--- src/rtl/pb_conditioner.sv ---
// Two-channel button synchronizer/debouncer emitting one-cycle press pulses, 3+DEB_CYCLES edges after a raw rise.
// Pulses are masked and rises dropped while lock=1; define TIE_DETECT_EN to hold presses TIE_WINDOW cycles and merge near-simultaneous ones into tie.
module pb_conditioner #(
    parameter int DEB_CYCLES = 5,
    parameter int CNT_W      = 4,
    parameter int TIE_WINDOW = 2
) (
    input  logic clk,
    input  logic rst,
    input  logic pbl_raw,
    input  logic pbr_raw,
    input  logic lock,
    output logic pbl,
    output logic pbr,
    output logic pbl_level,
    output logic pbr_level,
    output logic tie
);

    if (DEB_CYCLES < 1 || DEB_CYCLES > (2**CNT_W) - 1 || TIE_WINDOW < 1 || TIE_WINDOW > 7) begin : g_param_err
        $error("pb_conditioner: parameter out of legal range");
    end

    // Channel index 0 = left, 1 = right throughout.
    logic [1:0]       w_raw;
    logic [1:0]       w_rise;
    logic [1:0]       r_s1;
    logic [1:0]       r_s2;
    logic [1:0]       r_stable;
    logic [1:0]       r_prev;
    logic [1:0]       r_pulse;
    logic [CNT_W-1:0] r_cnt [2];

    assign w_raw  = {pbr_raw, pbl_raw};
    assign w_rise = r_stable & ~r_prev & {2{~lock}};

    always_ff @(posedge clk or negedge rst) begin
        if (!rst) begin
            r_s1   <= '0;
            r_s2   <= '0;
            r_prev <= '0;
        end else begin
            r_s1   <= w_raw;
            r_s2   <= r_s1;
            r_prev <= r_stable;
        end
    end

    // Stable flips only after s2 has disagreed with it on DEB_CYCLES consecutive edges.
    always_ff @(posedge clk or negedge rst) begin
        if (!rst) begin
            r_stable <= '0;
            r_cnt[0] <= '0;
            r_cnt[1] <= '0;
        end else begin
            for (int i = 0; i < 2; i++) begin
                if (r_s2[i] == r_stable[i]) begin
                    r_cnt[i] <= '0;
                end else if (r_cnt[i] == CNT_W'(DEB_CYCLES - 1)) begin
                    r_stable[i] <= r_s2[i];
                    r_cnt[i]    <= '0;
                end else if (r_cnt[i] != '1) begin
                    r_cnt[i] <= r_cnt[i] + 1'b1;
                end
            end
        end
    end

`ifdef TIE_DETECT_EN
    logic       r_active;
    logic       r_tie;
    logic [1:0] r_pend;
    logic [2:0] r_win;

    // The first rise opens a window; a rise of the other channel up to and including the closing edge makes it a tie.
    always_ff @(posedge clk or negedge rst) begin
        if (!rst) begin
            r_active <= 1'b0;
            r_tie    <= 1'b0;
            r_pend   <= '0;
            r_win    <= '0;
            r_pulse  <= '0;
        end else begin
            r_pulse <= '0;
            r_tie   <= 1'b0;
            if (lock) begin
                r_active <= 1'b0;
                r_pend   <= '0;
                r_win    <= '0;
            end else if (r_active) begin
                if (r_win == 3'(TIE_WINDOW - 1)) begin
                    r_active <= 1'b0;
                    r_pend   <= '0;
                    r_win    <= '0;
                    if (&(r_pend | w_rise)) begin
                        r_tie <= 1'b1;
                    end else begin
                        r_pulse <= r_pend | w_rise;
                    end
                end else begin
                    r_win  <= r_win + 3'd1;
                    r_pend <= r_pend | w_rise;
                end
            end else if (|w_rise) begin
                r_active <= 1'b1;
                r_pend   <= w_rise;
                r_win    <= '0;
            end
        end
    end

    assign tie = r_tie & ~lock;
`else
    always_ff @(posedge clk or negedge rst) begin
        if (!rst) begin
            r_pulse <= '0;
        end else begin
            r_pulse <= w_rise;
        end
    end

    assign tie = 1'b0;
`endif

    assign pbl       = r_pulse[0] & ~lock;
    assign pbr       = r_pulse[1] & ~lock;
    assign pbl_level = r_stable[0];
    assign pbr_level = r_stable[1];

endmodule

--- config.mk ---
export PLATFORM = sky130hd
export DESIGN_NAME = pb_conditioner
export DESIGN_NICKNAME = d
export VERILOG_FILES = /design/src/rtl/pb_conditioner.sv
export SDC_FILE = /design/constraint.sdc
export NUM_CORES = 1
export LEC_CHECK = 0
export CAP_MARGIN = 0
export CELL_PAD_IN_SITES_DETAIL_PLACEMENT = 1
export CELL_PAD_IN_SITES_GLOBAL_PLACEMENT = 1
export CORE_ASPECT_RATIO = 0.75
export CORE_MARGIN = 2
export CORE_UTILIZATION = 30
export DETAILED_ROUTE_END_ITERATION = 8
export GPL_TIMING_DRIVEN = 0
export HOLD_SLACK_MARGIN = 0.05
export PLACE_DENSITY_LB_ADDON = 0.15
export RECOVER_POWER = 50
export SLEW_MARGIN = 20
export SYNTH_ARGS = -nofsm -noshare
export SYNTH_HDL_FRONTEND = slang
export SYNTH_SLANG_ARGS = --single-unit
--- constraint.sdc ---
create_clock -name clk -period 3 [get_ports clk]
set_input_delay 0.9 -clock clk [delete_from_list [all_inputs] [get_ports clk]]
set_output_delay 0.9 -clock clk [all_outputs]
set_load 0.01 [all_outputs]
==> flow_summary.toml <==
[finish]
num_antenna_cells = 0
mostFrequentLayoutCell = "dfrtp_1"
final_nets = 86
area_growth_pct = 19.5
drive_gt1_frac = 0.0921

[sta]
timing.final.crit_share = 0.923
relSlewSlack = 0.458
worst_slew_pin_slew_ps = 810
setup_tns_ps = 0
rsz0062_at_grt = "false"
max_freq_mhz = 361
drv_slew = 0
finalSetupViolCount = 0
worst_slack_ps = 232
hold_violations = 0
min_period_ps = 2770
skew_ps = 2.39

[floorplanning]
dieArea_um2 = 3020
die_x_um = 62.8
core_um2 = 2380
initial_utilization = 0.326
rows = 15
io-pin-count = 10
die_h_um = 48.1

[synth]
yosysSeqAreaShare = 0.580
synth_area_um2 = 777
synth_flop_cell = "dfrtp_1"
syn_area_per_cell_um2 = 12.1
async_flop_share = 1.00
synth_edf_count = 0
syn-num-nets = 73
syn_inst = 64
yosysUniqueCellTypes = 20
ys_warn_count = 0
synth-seq-cells = 18

[power_and_ir_drop]
vdd_drop_max_mv = 0.254
power.total_mw = 0.725
power_density_nw_per_um2 = 781
p_leak_nw = 0.423

[worst_setup_path]
reg2reg_depth = 4
worstPathRequired_ps = 2100
cp-end-kind = "primary output"
r2r_start = "r_cnt[4]"
r2r_end = "r_cnt[5]"
rrSetupSlack_ps = 1540
worstPathArrival_ps = 1870
critPathKind = "in2out"
cp_max_fo = 4
start_kind = "input port"

[run]
drv_cap = 0

[clocking]
cts_buffers = 3
cts_tree = "built"
clk_pin_slew_ps = 100
clockBufferDepth = 2
root_buffer = "clkbuf_4"
htree_levels = 1
cts_sinks = 18
insertion_delay_ps = 280

[route]
wirelength_um = 1310
top_layer = "met3"
drcViolationCount = 0
via_per_inst = 4.49
dr_wl_met3_um = 63
first_iter_violations = 9
vias = 494
m1WireLength_um = 729
met2_wirelength_um = 514
first_pass_iters = 3
wl_per_cell_um = 11.9
antenna_left = 0

[global_routing]
grt_usage = 0.100
antenna_found_initial = 0
grt_max_degree = 19
grt_pass1_vias = 438
grt_first_pass_wirelength_um = 2160
grt-ovfl-total = 0

[place]
hpwlAfterDp_um = 990
place.gp.congestion = 0.798
dp_slack_ps = 31.9
port_buffers = 8

[min_path]
min_to = "r_s2[1]"
min_path_cells = 0
min_path_type = "reg2reg"
min_from = "r_s1[1]"

[outcome]
status = "finished clean"
-- power breakdown --
group	internal [mW]	switching, mW
Clock	0.0738	0.0693
Combinational	0.111	0.0932
Sequential	0.308	0.0697
Total	0.493	0.232
-- cells in the mapped netlist, types with 4 or more instances --
cell	number	area share
ha_1	4	0.064
nand3b_1	4	0.039
inv_1	4	0.019
dfrtp_1	18	0.58
nor2_1	4	0.019
nor3b_1	4	0.039
-- flip-flops by register name (all words and copies together) (netlist names) --
signal    flops
r_cnt         8
r_prev        2
r_pulse       2
r_s1          2
r_s2          2
r_stable      2
-- area by class of cell --
type	count	area (um^2)
fill	266	1460
sequential	18	450
multi-input combinational	41	294
timing repair buffer	8	82.6
tap	34	42.5
clock buffer	4	36.3
inverter	4	15.0
buffer	1	7.51
-- per-layer routing --
metal  vias to the layer above  GRT usage
met2                        11      0.146
li1                        237          -
met3                         0     0.0518
met4                         0     0.0133
met1                       246      0.137
met5                         -          0
-- worst max path at each step --
stage	slack, ps	cells after the start	from	endpoint
5_1_grt	190	3	lock	pbl
4_1_cts	30	3	lock	pbl
2_1_floorplan	1020	1	lock	pbl
6_report	230	3	lock	pbl
3_3_place_gp	60	3	lock	pbl
3_5_place_dp	30	3	lock	pbl
-- what timing repair did --
item                                    in CTS  in global routing
hold endpoints to repair                     0                  0
endpoints found under the setup margin       0                  2
resized for setup                            0                  2
hold buffers                                 0                  0
setup buffers                                0                  0
-- critical path: stages --
cell and delay [ps]:
clkdlybuf4s25_1 290, nor2b_1 140, clkdlybuf4s50_1 540
-- logic make-up (layout without fill, tap and decap cells) --
group                      after synthesis  count (layout)  synth area share
xor gates and xnor gates                 4               4            0.0451
buffers and inverters                    5              17            0.0290
adders and majority gates                4               4            0.0644
AOI/OAI and AO/OA                        4               4            0.0290
DFF                                     18              18             0.580
and+or+nand+nor                         24              24             0.190
muxes                                    4               4            0.0580
other                                    1               1           0.00483
-- through the flow --
step	area, um^2	cells	hold slack [ps]	utilization
2_1_floorplan	777	64	331	-
3_3_place_gp	900	106	333	0.377
3_5_place_dp	900	106	337	0.377
4_1_cts	936	110	361	0.393
5_1_grt	928	110	371	0.390
6_report	928	110	359	0.390
No activity file was read; power rests on OpenSTA's default activity.
